**src/rtl/axi4_mgr_pkg.sv**
```systemverilog
// Shared types and constants for the AXI4 burst manager.
// Contents: FSM state encoding, AXI burst/response codes, and the AxSIZE
// encoder used to derive the transfer size from the data-bus width.
package axi4_mgr_pkg;

  typedef enum logic [2:0] {
    IDLE,
    AW,
    W,
    B,
    AR,
    R
  } state_t;

  localparam logic [1:0] BURST_INCR  = 2'b01;

  localparam logic [1:0] RESP_OKAY   = 2'b00;
  localparam logic [1:0] RESP_EXOKAY = 2'b01;
  localparam logic [1:0] RESP_SLVERR = 2'b10;
  localparam logic [1:0] RESP_DECERR = 2'b11;

  // AxSIZE = log2(bytes per beat); unsupported widths encode as 0.
  function automatic logic [2:0] size_enc(input int unsigned data_width);
    logic [2:0] enc;
    enc = 3'd0;
    for (int unsigned i = 0; i < 8; i++) begin
      if ((32'd8 << i) == data_width) enc = 3'(i);
    end
    return enc;
  endfunction

endpackage

```
**src/rtl/axi4_mgr_beat_reg.sv**
```systemverilog
// One-entry valid/ready holding register with zero-when-empty payload.
// Ports:
//   clk, rst              clock, asynchronous active-high reset
//   in_valid/in_ready_c   upstream handshake (ready is combinational)
//   in_data               upstream payload
//   out_valid/out_ready   downstream handshake
//   out_data              downstream payload, all zeros while empty
module axi4_mgr_beat_reg #(
  parameter int unsigned WIDTH = 32
) (
  input  logic             clk,
  input  logic             rst,
  input  logic             in_valid,
  output logic             in_ready_c,
  input  logic [WIDTH-1:0] in_data,
  output logic             out_valid,
  input  logic             out_ready,
  output logic [WIDTH-1:0] out_data
);

  logic             full;
  logic [WIDTH-1:0] data;

  // Accept when empty, or when the current entry leaves this cycle.
  assign in_ready_c = !full || out_ready;

  always_ff @(posedge clk or posedge rst) begin
    if (rst) begin
      full <= 1'b0;
      data <= '0;
    end else if (in_valid && in_ready_c) begin
      full <= 1'b1;
      data <= in_data;
    end else if (out_ready) begin
      // Drained with nothing behind it: clear so the payload reads zero.
      full <= 1'b0;
      data <= '0;
    end
  end

  assign out_valid = full;
  assign out_data  = data;

endmodule

```
**src/rtl/axi4_burst_manager.sv**
```systemverilog
// AXI4-full manager: single outstanding INCR burst driven from a command
// port plus write/read beat streams.
// Ports:
//   M_AXI_ACLK, M_AXI_ARESET        clock, asynchronous active-high reset
//   cmd_*                           command handshake (write flag, addr, len)
//   wr_valid/wr_ready/wr_data       write beat stream into the W channel
//   rd_valid/rd_ready/rd_data/rd_last  read beat stream out of the R channel
//   done/done_resp                  end-of-transaction pulse, worst response
//   AW*/W*/B*/AR*/R*                AXI4 manager-side channels
module axi4_burst_manager
  import axi4_mgr_pkg::*;
#(
  parameter int unsigned ADDR_WIDTH = 4,
  parameter int unsigned DATA_WIDTH = 32,
  parameter logic [2:0]  AXI_PROT   = 3'b000
) (
  input  logic                    M_AXI_ACLK,
  input  logic                    M_AXI_ARESET,
  input  logic                    cmd_valid,
  output logic                    cmd_ready,
  input  logic                    cmd_write,
  input  logic [ADDR_WIDTH-1:0]   cmd_addr,
  input  logic [7:0]              cmd_len,
  input  logic                    wr_valid,
  output logic                    wr_ready,
  input  logic [DATA_WIDTH-1:0]   wr_data,
  output logic                    rd_valid,
  input  logic                    rd_ready,
  output logic [DATA_WIDTH-1:0]   rd_data,
  output logic                    rd_last,
  output logic                    done,
  output logic [1:0]              done_resp,
  output logic [ADDR_WIDTH-1:0]   AWADDR,
  output logic [7:0]              AWLEN,
  output logic [2:0]              AWSIZE,
  output logic [1:0]              AWBURST,
  output logic [2:0]              AWPROT,
  output logic                    AWVALID,
  input  logic                    AWREADY,
  output logic [DATA_WIDTH-1:0]   WDATA,
  output logic [DATA_WIDTH/8-1:0] WSTRB,
  output logic                    WLAST,
  output logic                    WVALID,
  input  logic                    WREADY,
  input  logic [1:0]              BRESP,
  input  logic                    BVALID,
  output logic                    BREADY,
  output logic [ADDR_WIDTH-1:0]   ARADDR,
  output logic [7:0]              ARLEN,
  output logic [2:0]              ARSIZE,
  output logic [1:0]              ARBURST,
  output logic [2:0]              ARPROT,
  output logic                    ARVALID,
  input  logic                    ARREADY,
  input  logic [DATA_WIDTH-1:0]   RDATA,
  input  logic [1:0]              RRESP,
  input  logic                    RLAST,
  input  logic                    RVALID,
  output logic                    RREADY
);

  localparam logic [2:0] SIZE = size_enc(DATA_WIDTH);

  state_t                  state, state_nxt;
  logic [ADDR_WIDTH-1:0]   addr_q;
  logic [7:0]              len_q;
  logic [7:0]              beat_q;     // W handshakes completed
  logic [7:0]              load_q;     // beats accepted from wr stream
  logic                    load_done;  // all len+1 beats accepted
  logic                    rlast_seen;
  logic                    live;       // first cycle out of reset has passed
  logic [1:0]              resp_q;
  logic                    done_q;

  logic                    w_in_valid, w_in_ready_c, w_full;
  logic [DATA_WIDTH-1:0]   w_data;
  logic                    r_in_valid, r_in_ready_c;
  logic [DATA_WIDTH:0]     r_out;

  logic                    cmd_hs, w_hs, r_hs, rd_hs;

  assign cmd_hs = cmd_valid && cmd_ready;
  assign w_hs   = WVALID && WREADY;
  assign r_hs   = RVALID && RREADY;
  assign rd_hs  = rd_valid && rd_ready;

  // Write beat buffer: only fills in W, and stops after len+1 beats.
  assign w_in_valid = wr_valid && (state == W) && !load_done;
  assign wr_ready   = (state == W) && !load_done && w_in_ready_c;

  axi4_mgr_beat_reg #(.WIDTH(DATA_WIDTH)) u_wbuf (
    .clk        (M_AXI_ACLK),
    .rst        (M_AXI_ARESET),
    .in_valid   (w_in_valid),
    .in_ready_c (w_in_ready_c),
    .in_data    (wr_data),
    .out_valid  (w_full),
    .out_ready  (WREADY),
    .out_data   (w_data)
  );

  assign WVALID = w_full;
  assign WDATA  = w_data;
  assign WSTRB  = w_full ? '1 : '0;
  assign WLAST  = w_full && (beat_q == len_q);

  // Read beat buffer: closes once the RLAST beat is captured.
  assign r_in_valid = RVALID && (state == R) && !rlast_seen;
  assign RREADY     = (state == R) && !rlast_seen && r_in_ready_c;

  axi4_mgr_beat_reg #(.WIDTH(DATA_WIDTH + 1)) u_rbuf (
    .clk        (M_AXI_ACLK),
    .rst        (M_AXI_ARESET),
    .in_valid   (r_in_valid),
    .in_ready_c (r_in_ready_c),
    .in_data    ({RLAST, RDATA}),
    .out_valid  (rd_valid),
    .out_ready  (rd_ready),
    .out_data   (r_out)
  );

  assign rd_data   = r_out[DATA_WIDTH-1:0];
  assign rd_last   = r_out[DATA_WIDTH];
  assign done      = done_q;
  assign done_resp = resp_q;

  // State register.
  always_ff @(posedge M_AXI_ACLK or posedge M_AXI_ARESET) begin
    if (M_AXI_ARESET) state <= IDLE;
    else              state <= state_nxt;
  end

  // Next-state logic.
  always_comb begin
    state_nxt = state;
    unique case (state)
      IDLE: if (cmd_hs)          state_nxt = cmd_write ? AW : AR;
      AW:   if (AWREADY)         state_nxt = W;
      W:    if (w_hs && WLAST)   state_nxt = B;
      B:    if (BVALID)          state_nxt = IDLE;
      AR:   if (ARREADY)         state_nxt = R;
      R:    if (rd_hs && rd_last) state_nxt = IDLE;
      default:                   state_nxt = IDLE;
    endcase
  end

  // Channel control outputs; address payload is zero unless VALID.
  always_comb begin
    cmd_ready = 1'b0;
    BREADY    = 1'b0;
    AWVALID   = 1'b0;
    AWADDR    = '0;
    AWLEN     = '0;
    AWSIZE    = '0;
    AWBURST   = '0;
    AWPROT    = '0;
    ARVALID   = 1'b0;
    ARADDR    = '0;
    ARLEN     = '0;
    ARSIZE    = '0;
    ARBURST   = '0;
    ARPROT    = '0;
    unique case (state)
      IDLE: cmd_ready = live;
      AW: begin
        AWVALID = 1'b1;
        AWADDR  = addr_q;
        AWLEN   = len_q;
        AWSIZE  = SIZE;
        AWBURST = BURST_INCR;
        AWPROT  = AXI_PROT;
      end
      B: BREADY = 1'b1;
      AR: begin
        ARVALID = 1'b1;
        ARADDR  = addr_q;
        ARLEN   = len_q;
        ARSIZE  = SIZE;
        ARBURST = BURST_INCR;
        ARPROT  = AXI_PROT;
      end
      default: ;
    endcase
  end

  // Transaction context, beat counters, response tracking, done pulse.
  always_ff @(posedge M_AXI_ACLK or posedge M_AXI_ARESET) begin
    if (M_AXI_ARESET) begin
      addr_q     <= '0;
      len_q      <= '0;
      beat_q     <= '0;
      load_q     <= '0;
      load_done  <= 1'b0;
      rlast_seen <= 1'b0;
      live       <= 1'b0;
      resp_q     <= RESP_OKAY;
      done_q     <= 1'b0;
    end else begin
      live   <= 1'b1;
      done_q <= 1'b0;
      if (cmd_hs) begin
        addr_q     <= cmd_addr;
        len_q      <= cmd_len;
        beat_q     <= '0;
        load_q     <= '0;
        load_done  <= 1'b0;
        rlast_seen <= 1'b0;
        resp_q     <= RESP_OKAY;
      end
      if (wr_valid && wr_ready) begin
        load_q <= load_q + 8'd1;
        if (load_q == len_q) load_done <= 1'b1;
      end
      if (w_hs) beat_q <= beat_q + 8'd1;
      if ((state == B) && BVALID) begin
        resp_q <= BRESP;
        done_q <= 1'b1;
      end
      if (r_hs) begin
        if (RRESP > resp_q) resp_q <= RRESP;
        // Burst length follows RLAST, not len.
        if (RLAST) begin
          rlast_seen <= 1'b1;
          done_q     <= 1'b1;
        end
      end
    end
  end

endmodule

```
**config.mk**
```make
export PLATFORM = sky130hd
export DESIGN_NAME = axi4_burst_manager
export DESIGN_NICKNAME = d
export VERILOG_FILES = /design/src/rtl/axi4_mgr_pkg.sv /design/src/rtl/axi4_mgr_beat_reg.sv /design/src/rtl/axi4_burst_manager.sv
export SDC_FILE = /design/constraint.sdc
export NUM_CORES = 1
export LEC_CHECK = 0
export CAP_MARGIN = 20
export CORE_MARGIN = 1
export CORE_UTILIZATION = 30
export DETAILED_ROUTE_END_ITERATION = 12
export GPL_TIMING_DRIVEN = 0
export PLACE_DENSITY_LB_ADDON = 0.2
export RECOVER_POWER = 100
export SYNTH_ARGS = -nofsm -noshare
export SYNTH_HDL_FRONTEND = slang
export SYNTH_SLANG_ARGS = --single-unit
```
**constraint.sdc**
```tcl
create_clock -name M_AXI_ACLK -period 3.2 [get_ports M_AXI_ACLK]
set_input_delay 0.32 -clock M_AXI_ACLK [delete_from_list [all_inputs] [get_ports M_AXI_ACLK]]
set_output_delay 0.32 -clock M_AXI_ACLK [all_outputs]
set_load 0.005 [all_outputs]
```
==> out/metrics.cfg <==
[final_layout]
diodes=0
fin_util=0.466
layout_commonest_cell=nand2_1
drive_above_1_share=0.0571
final_cell_mix=nand2_1 (162), clkdlybuf4s50_1 (109), dfrtp_1 (104)
nets=880
area_delta_synth_final_pct=51.2

[cts]
cts_sinks=104
cts_resized=0
cts_buffer_depth=2
clk_latency_ns=0.35
cts_hold_buffers=0
numCtsBuffers=9
cts_setup_buffers=0
clk_pin_slew_ns=0.07
root_buffer=clkbuf_16
cts.htree.levels=3
tritoncts=built

[floorplan]
coreArea_um2=16600
rows=47
die_area_um2=17600
die_h_um=133
initial_utilization=0.308
pin_count=213
die_w_um=133

[setup_path]
worstReg2RegStart=state[2]
r2r-end=load_q[7]
path_class=reg2out
worstPathRequired_ns=2.88
r2r_slack_ns=0.68
cp_data_arrival_time_ns=2.67
end_kind=output port
crit_fanout=10
ff2ff_path_depth=5
critPathLaunchType=flip-flop

[sta]
hold_viol_final=0
fin_skew_ns=0.00860
holdWs_ns=0.492
fmax_mhz=335
worstMarginPinSlew_ns=2.02
maxSlewViolCount=50
slew_headroom=-0.347
setup_viol=0
finalCritPeriodShare=0.933
rsz0062_at_grt=false
period_needed_ns=2.99

[detailed_routing]
wl_per_cell_um=14.8
drc=0
vias=4623
ant_nets=0
drt-total-wl_um=15000
via_per_inst=4.59
drtIter0Drc=191
first_pass_iters=5

[yosys]
yosys-top-cells-area=dfrtp_1 (51%), nand2_1 (12%), nand3b_1 (4.7%)
synthMuxAreaShare=0.0215
synthFlopType=dfrtp_1
ys_ff_latch=104
synthAdderAreaFrac=0.00977
yosys.area_share.simple=0.299
syn_area_um2=5120
yosys.area.top_type_share=0.508
synth_top_area_cell=dfrtp_1
ys_seq_area_frac=0.508
ys_warn_count=0
synth_compound_area_frac=0.0708
async_flop_share=1.00
syn-mean-instance-area_um2=9.12
synthXorXnorAreaFrac=0.0291
synth_top_family_by_area=simple AND/OR/NAND/NOR gates
synthCells=562
synth.distinct_cells=48
synth_edf_count=0

[power_and_ir_drop]
pwr-share-seq=0.390
powerDensity_nw_per_um2=613
p_leak_nw=3.78
combPwrFrac=0.371
switchingPower_mw=1.57
irDropWorstVdd_uv=289
p_int_mw=3.18
p_clk_frac=0.239
switching_share=0.331

[job]
drv_cap=1

[global_routing]
first_global_vias=4587
grt_first_pass_wirelength_um=24300
grt_max_degree=56
antenna_found_initial=0
grt.total_usage=0.176
grt_overflow_total=0

[min_path]
hold_start=RDATA[12]
min_path_cells=3
holdCritPathClass=in2reg
min_to=u_rbuf.out_data[12]

[place]
gp_congestion=0.801
dp_hpwl_um=11300
io_buffers=199

[status]
status=finished with violations
violations=capacitance limit, slew limit

## worst max-delay path, cell delays in order, from the launching register on
cell and delay (ns):
dfrtp_1 0.37, clkbuf_1 0.21, nor2_1 0.40, clkbuf_1 0.44, and2_0 0.26, clkbuf_4 0.15
clkdlybuf4s50_1 0.49
## synthesized netlist by cell type (all sizes together), types with 3 or more instances
cell type  number
dfrtp         104
o21ai          45
nand3b         32
ha              4
a21oi           4
mux2            3
nor3            5
nand2         162
nor2            9
inv             6
xor2            9
xnor2           8
buf            25
clkbuf         28
nor2b           5
nand4           5
and2           16
and3           17
nand3           7
nand2b         36
mux2i           6
## per-stage QoR
stage	power, mW	setup TNS (ns)	setup slack (ns)	cells	instance area (um^2)
2_1_floorplan	2.71	0	0.148	573	5170
3_3_place_gp	3.72	-167.64	-1.62	992	7430
3_5_place_dp	3.77	0	0.614	993	7460
4_1_cts	4.94	0	0.230	1008	7770
5_1_grt	5.09	0	0.0654	1008	7750
6_report	4.75	0	0.215	1008	7750
## kinds of logic (layout without fill, tap and decap cells)
group           count (synthesis)  count (layout)
other cells                     2              13
compound gates                 64              64
simple gates                  303             303
buf+inv                        59             274
fa+ha+maj                       4               4
mux                             9               9
xor+xnor                       17              17
flops                         104             104
## worst max-delay path by stage
stage / startpoint / to / slack, ns / cells after the start
after detailed placement: state[1] / ARBURST[0] / 0.61 / 6
after CTS: state[1] / ARBURST[0] / 0.23 / 6
after floorplan: M_AXI_ARESET / addr_q[0] / 0.15 / 1
after global placement: M_AXI_ARESET / addr_q[0] / -1.62 / 2
final: state[0] / ARBURST[0] / 0.21 / 6
after global routing: state[0] / AWLEN[6] / 0.07 / 6
## flip-flops by register name, indices dropped and copies added (netlist names)
signal	count
u_wbuf.out_valid	1
len_q	8
done_resp	2
u_rbuf.out_valid	1
u_wbuf.out_data	32
u_rbuf.out_data	33
live	1
addr_q	4
load_done	1
beat_q	8
done	1
state	3
rlast_seen	1
load_q	8
## power groups by stage
stage          clock, mW  combinational [mW]  sequential [mW]
2_1_floorplan          0               0.893             1.81
3_3_place_gp           0                1.85             1.88
3_5_place_dp           0                1.88             1.89
4_1_cts             1.18                1.89             1.87
5_1_grt             1.22                1.97             1.90
6_report            1.13                1.76             1.86
## area by class of cell
class                   count  area [um^2]
multi-input cells         410         2240
plain buffers              53          282
clock buffers              11          253
fillers                  1628         8890
clock inverters             4         53.8
inverters                   6         22.5
flip-flops and latches    104         2600
well taps                 220          275
repair buffers            200         2020
## metal layers
| layer | track usage | share of wire | vias up |
|---|---|---|---|
| met2 | 0.291 | 0.48 | 168 |
| met5 | 0 | 0 | - |
| li1 | - | - | 2254 |
| met4 | 0.0434 | 0.012 | 0 |
| met1 | 0.216 | 0.42 | 2191 |
| met3 | 0.0682 | 0.089 | 10 |
(Power assumes the default switching activity.)
